$ cat config.mk
export PLATFORM = sky130hd
export DESIGN_NAME = uart_tx_arbiter_flat
export DESIGN_NICKNAME = d
export VERILOG_FILES = /design/src/rtl/uart_tx_arbiter_if.sv /design/src/rtl/uart_tx_arbiter.sv /design/src/flat_wrapper.sv
export SDC_FILE = /design/constraint.sdc
export NUM_CORES = 1
export LEC_CHECK = 0
export ABC_AREA = 1
export CORE_ASPECT_RATIO = 1.1
export CORE_MARGIN = 2
export CORE_UTILIZATION = 27
export DETAILED_ROUTE_END_ITERATION = 7
export SKIP_LAST_GASP = 1
export SLEW_MARGIN = 30
export SYNTH_ARGS = -nofsm -noshare
export SYNTH_HDL_FRONTEND = slang
export SYNTH_SLANG_ARGS = --single-unit
$ cat constraint.sdc
create_clock -name clk -period 3.8 [get_ports clk]
set_clock_uncertainty 0.15 [all_clocks]
set_input_delay 0.76 -clock clk [delete_from_list [all_inputs] [get_ports clk]]
set_output_delay 0.76 -clock clk [all_outputs]
set_load 0.005 [all_outputs]
$ cat src/rtl/uart_tx_arbiter_if.sv
// Bundle of the per-source packet streams, TX FIFO write port and arbiter status.
interface uart_tx_arbiter_if #(
  parameter int DATA_W = 8
);
  logic [2:0]          mask;
  logic [2:0]          req_valid;
  logic [3*DATA_W-1:0] req_data;
  logic [2:0]          req_last;
  logic [2:0]          req_ready;
  logic                fifo_full;
  logic                fifo_wr;
  logic [DATA_W-1:0]   fifo_wdata;
  logic [2:0]          grant;
  logic                busy;
  logic                timeout_err;

  // Sources, mode control and FIFO side
  modport master (
    output mask, req_valid, req_data, req_last, fifo_full,
    input  req_ready, fifo_wr, fifo_wdata, grant, busy, timeout_err
  );

  // Arbiter side
  modport slave (
    input  mask, req_valid, req_data, req_last, fifo_full,
    output req_ready, fifo_wr, fifo_wdata, grant, busy, timeout_err
  );
endinterface

$ cat src/rtl/uart_tx_arbiter.sv
// Round-robin arbiter sharing one UART TX FIFO write port among three packet
// sources (0 = stopwatch/watch, 1 = SR04, 2 = DHT11). A grant is held until the
// last byte is written or the owner starves past TIMEOUT cycles.
module uart_tx_arbiter #(
  parameter int DATA_W  = 8,
  parameter int TIMEOUT = 255,
  parameter int CNT_W   = 8
) (
  input  logic               clk,
  input  logic               rst,
  uart_tx_arbiter_if.slave   bus
);

  typedef enum logic {IDLE = 1'b0, XFER = 1'b1} state_t;

  state_t             r_state;
  logic [2:0]         r_grant;
  logic [1:0]         r_last_winner;
  logic [CNT_W-1:0]   r_cnt;
  logic               r_timeout_err;

  logic [2:0]         w_eligible;
  logic [2:0]         w_pick;
  logic [1:0]         w_gidx;
  logic               w_own_valid;
  logic               w_own_last;
  logic [DATA_W-1:0]  w_own_data;
  logic               w_busy;
  logic               w_wr;
  logic               w_starved;

  assign w_eligible  = bus.req_valid & bus.mask;
  assign w_busy      = (r_state == XFER);
  assign w_own_valid = |(bus.req_valid & r_grant);
  assign w_own_last  = |(bus.req_last & r_grant);
  assign w_wr        = w_busy & w_own_valid & ~bus.fifo_full;
  assign w_starved   = w_busy & ~w_own_valid & ~bus.fifo_full;
  assign w_gidx      = r_grant[2] ? 2'd2 : (r_grant[1] ? 2'd1 : 2'd0);

  // Select the owner's byte from the packed source bus
  always_comb begin
    w_own_data = '0;
    for (int unsigned i = 0; i < 3; i++) begin
      if (r_grant[i]) w_own_data = bus.req_data[i*DATA_W +: DATA_W];
    end
  end

  // Round-robin pick: search starts just after the previous winner
  always_comb begin
    w_pick = '0;
    case (r_last_winner)
      2'd0: begin
        if      (w_eligible[1]) w_pick = 3'b010;
        else if (w_eligible[2]) w_pick = 3'b100;
        else if (w_eligible[0]) w_pick = 3'b001;
      end
      2'd1: begin
        if      (w_eligible[2]) w_pick = 3'b100;
        else if (w_eligible[0]) w_pick = 3'b001;
        else if (w_eligible[1]) w_pick = 3'b010;
      end
      default: begin
        if      (w_eligible[0]) w_pick = 3'b001;
        else if (w_eligible[1]) w_pick = 3'b010;
        else if (w_eligible[2]) w_pick = 3'b100;
      end
    endcase
  end

  // Arbitration FSM with grant, starvation counter and timeout pulse
  always_ff @(posedge clk or posedge rst) begin
    if (rst) begin
      r_state       <= IDLE;
      r_grant       <= '0;
      r_last_winner <= 2'd2;
      r_cnt         <= '0;
      r_timeout_err <= 1'b0;
    end else begin
      r_timeout_err <= 1'b0;
      case (r_state)
        IDLE: begin
          if (|w_eligible) begin
            r_grant <= w_pick;
            r_cnt   <= '0;
            r_state <= XFER;
          end
        end
        XFER: begin
          if (w_wr) begin
            r_cnt <= '0;
            if (w_own_last) begin
              r_state       <= IDLE;
              r_grant       <= '0;
              r_last_winner <= w_gidx;
            end
          end else if (w_starved) begin
            if (r_cnt == CNT_W'(TIMEOUT)) begin
              r_state       <= IDLE;
              r_grant       <= '0;
              r_last_winner <= w_gidx;
              r_cnt         <= '0;
              r_timeout_err <= 1'b1;
            end else begin
              r_cnt <= r_cnt + 1'b1;
            end
          end
        end
        default: r_state <= IDLE;
      endcase
    end
  end

  assign bus.req_ready   = (w_busy && !bus.fifo_full) ? r_grant : '0;
  assign bus.fifo_wr     = w_wr;
  assign bus.fifo_wdata  = w_wr ? w_own_data : '0;
  assign bus.grant       = r_grant;
  assign bus.busy        = w_busy;
  assign bus.timeout_err = r_timeout_err;

endmodule

$ cat src/flat_wrapper.sv
// flat-port wrapper written by rule: the top's interface ports become plain ports
module uart_tx_arbiter_flat 
#(
  parameter int DATA_W  = 8,
  parameter int TIMEOUT = 255,
  parameter int CNT_W   = 8
)
  (clk, rst, bus_mask, bus_req_valid, bus_req_data, bus_req_last, bus_fifo_full, bus_req_ready, bus_fifo_wr, bus_fifo_wdata, bus_grant, bus_busy, bus_timeout_err);
  uart_tx_arbiter_if #(.DATA_W(DATA_W)) bus_i ();
  input  logic clk;
  input  logic rst;
  input wire logic [$bits(bus_i.mask)-1:0] bus_mask;
  input wire logic [$bits(bus_i.req_valid)-1:0] bus_req_valid;
  input wire logic [$bits(bus_i.req_data)-1:0] bus_req_data;
  input wire logic [$bits(bus_i.req_last)-1:0] bus_req_last;
  input wire logic [$bits(bus_i.fifo_full)-1:0] bus_fifo_full;
  output wire logic [$bits(bus_i.req_ready)-1:0] bus_req_ready;
  output wire logic [$bits(bus_i.fifo_wr)-1:0] bus_fifo_wr;
  output wire logic [$bits(bus_i.fifo_wdata)-1:0] bus_fifo_wdata;
  output wire logic [$bits(bus_i.grant)-1:0] bus_grant;
  output wire logic [$bits(bus_i.busy)-1:0] bus_busy;
  output wire logic [$bits(bus_i.timeout_err)-1:0] bus_timeout_err;
  assign bus_i.mask = bus_mask;
  assign bus_i.req_valid = bus_req_valid;
  assign bus_i.req_data = bus_req_data;
  assign bus_i.req_last = bus_req_last;
  assign bus_i.fifo_full = bus_fifo_full;
  assign bus_req_ready = bus_i.req_ready;
  assign bus_fifo_wr = bus_i.fifo_wr;
  assign bus_fifo_wdata = bus_i.fifo_wdata;
  assign bus_grant = bus_i.grant;
  assign bus_busy = bus_i.busy;
  assign bus_timeout_err = bus_i.timeout_err;
  uart_tx_arbiter #(.DATA_W(DATA_W), .TIMEOUT(TIMEOUT), .CNT_W(CNT_W)) u_core (.clk(clk), .rst(rst), .bus(bus_i));
endmodule
==> metrics <==
Die Span X ~66 um; worst min-delay path endpoint u_core.r_last_winner[0]; Syn Inst Count approximately 170; CTS tree yes; clock-pin slew on the worst setup and hold paths 0.06 ns; gr usage total between 10% and 20%; area delta synth->final 53.1%; P per Cell Area approximately 490 mW/mm2; largest net degree at the start of global routing 16; crit-path max cell delay 0.53 ns; setup TNS 0 ns; unrepaired setup endpoints after global routing no; Fin Hold WS ~0.33 ns; hold_sp u_core.r_last_winner[0]; Core ar. 0.00399 mm2; hold-fix buffers at CTS 0; CTS sink count 15; r2r startpoint u_core.bus.grant[2]; via-per-instance ratio 4.55; first-pass GRT wire length 5.30 mm; CP Launch Type input port; drt first pass iters 4; sequential share of power between 30% and 40%; I/O Buffers between 50 and 60; worst r2r path cells 7; Combinational Power Share approximately half; Setup WS pre-CTS approximately 0.48 ns; hold depth 2; Worst-Skew Late Latency about 0.25 ns; Max Slew Vio Count 0; Die H 71.8 um; Cell Int Power 0.000480 W; Seq/Total Area, Yosys 33.4%; CP top delay family buffers and inverters; Post-Layout Inst Area between 0.0015 and 0.002 mm2; dpl hpwl about 2.6 mm; Final Critical Period between 3 and 4 ns; Critical Path RT 2.89 ns; setup repair bufs after CTS 0; Worst Hold Class register to register; post-CTS sizing 0; I/O pin count 53; worst endpoint data arrival time about 2.4 ns; #FFs+latches synth 15; # nets final roughly 260; Slew headroom between 50% and 60%; Setup CP Type input port to output port; H-tree levels 1; Mapped Avg Cell Area around 6.6 um2; initial core utilization about 28%; final hold vios 0; Pleak about 0.78 nW; final worst slack slightly below 0.5 ns; DR vias between 1000 and 1500; clock share of power 15.6%; fmax around 300 MHz; Clock Tree Buf Depth 2; DIE AREA roughly 0.0047 mm2; gr ovfl total 0; Syn Nets 209; Peak supply drop 0.337 mV; RR Endpoint u_core.bus.grant[2]; cells along the critical path clkdlybuf4s50_1, nand2_1, nand3_1, nand2_2, a31oi_1, clkdlybuf4s50_1; period utilization between 80 and 90%; CP Capture Type output port; # diodes 0; sw frac 43.7%; Worst Tran Pin Value 0.612 ns; Buf+Inv Stages, Crit Path 2; GPL Wtd Cong ~0.81; most common cell after layout, fill and taps aside nand2_1; Setup-failing EPs final 0; initial antenna violation count 0; row cnt 24; Mapped Area 0.00113 mm2; Root Driver clkbuf_8; drt total wl roughly 3.2 mm; WL per Instance 11.6 um; share of cells above drive strength 1 under 10%; post-route antenna net violation count 0; number of global-route vias before repair approximately 1100; Area after DPL 0.00168 mm2; Yosys cell types 25; worst-path fanout max 13; total power approximately 0.00085 W; TritonCTS Buffers 3; DRC 0; commonest cells after routing, fill and taps aside 65 x nand2_1, 52 x clkdlybuf4s50_1, 22 x nand3_1; initial DRC count between 60 and 70; Synth Warn # 0; Reg2Reg Setup Slack just under 2 ns; status finished, final reports clean; Psw around 0.00037 W; maxcap violations 0; Worst path depth 6; slowest stage cell on the critical path clkdlybuf4s50_1; most used cell, CP clkdlybuf4s50_1
## metal layers
layer / GRT usage [%] / vias to the layer above / share of wire, %
met1: 19.0 / 558 / 44
met3: 3.30 / 2 / 3.8
met5: 0 / - / 0
met4: 1.39 / 0 / 0.72
met2: 24.2 / 30 / 51
li1: - / 665 / -
## tightest hold or removal path: stages, from the launching register on
cell,delay [ns]
dfrtp_1,0.34
nand2_1,0.05
nand2_1,0.05
## kinds of logic after synthesis
family	Yosys count	share of synthesized area [%]
buf+inv	22	9.09
compound gates	16	8.20
fa+ha+maj	1	1.11
flops	15	33.4
simple gates	118	48.2
## area by class of cell
| class | instances | area [um2] |
|---|---|---|
| multi-input cells | 135 | 649 |
| clock inverters | 1 | 5.00 |
| well taps | 52 | 65.1 |
| clock buffers | 3 | 41.3 |
| flip-flops and latches | 15 | 377 |
| repair buffers | 52 | 520 |
| fillers | 421 | 2270 |
| inverters | 18 | 70.1 |
## synth_stat cells
cell      instances  area share (%)
nand2_1          65              22
inv_2             1            0.33
dfrtp_1          14              31
o21ai_0           2            0.89
nor2_1           17             5.7
buf_4             1            0.67
inv_1            15             5.0
nand4_1           5             2.8
buf_2             2            0.89
nand3_2           1            0.89
a31oi_1           8             4.4
nand3_1          22             9.8
clkinv_1          1            0.33
nand3_4           2             3.1
inv_4             1            0.55
a21oi_1           2            0.89
nand2_2           2             1.1
ha_1              1             1.1
nor2_8            1             1.8
or2_2             2             1.1
dfstp_2           1             2.3
o21ai_1           3             1.3
o21bai_1          1            0.67
nor3_1            1            0.44
buf_8             1             1.3
## how the worst max path moves through the flow
stage                     start                 to  slack, ns
3_3_place_gp   bus_req_valid[2]  bus_fifo_wdata[3]       0.51
4_1_cts        bus_req_valid[2]  bus_fifo_wdata[3]       0.49
5_1_grt        bus_req_valid[0]  bus_fifo_wdata[5]       0.38
6_report       bus_req_valid[2]  bus_fifo_wdata[3]       0.50
3_5_place_dp   bus_req_valid[2]  bus_fifo_wdata[3]       0.48
2_1_floorplan  bus_req_valid[1]  bus_fifo_wdata[0]       1.55
## sequential cells by signal, summed over array words and instances (netlist names)
signal and cells:
u_core.bus.busy 1, u_core.bus.grant 3, u_core.bus.timeout_err 1, u_core.r_cnt 8, u_core.r_last_winner 2
## power by group through the flow
stage / clock (W) / sequential, W / combinational [W]
6_report: 0.000133 / 0.000279 / 0.000440
2_1_floorplan: 0 / 0.000253 / 0.000300
3_3_place_gp: 0 / 0.000284 / 0.000446
5_1_grt: 0.000144 / 0.000292 / 0.000499
4_1_cts: 0.000136 / 0.000281 / 0.000448
3_5_place_dp: 0 / 0.000284 / 0.000447
## per-stage QoR
stage / std cells / utilization, %
final: 276 / 43.3
after detailed placement: 272 / 42.1
after global placement: 272 / 42.1
after CTS: 276 / 43.3
after global routing: 276 / 43.3
after floorplan: 172 / -
(Power assumes the default switching activity.)
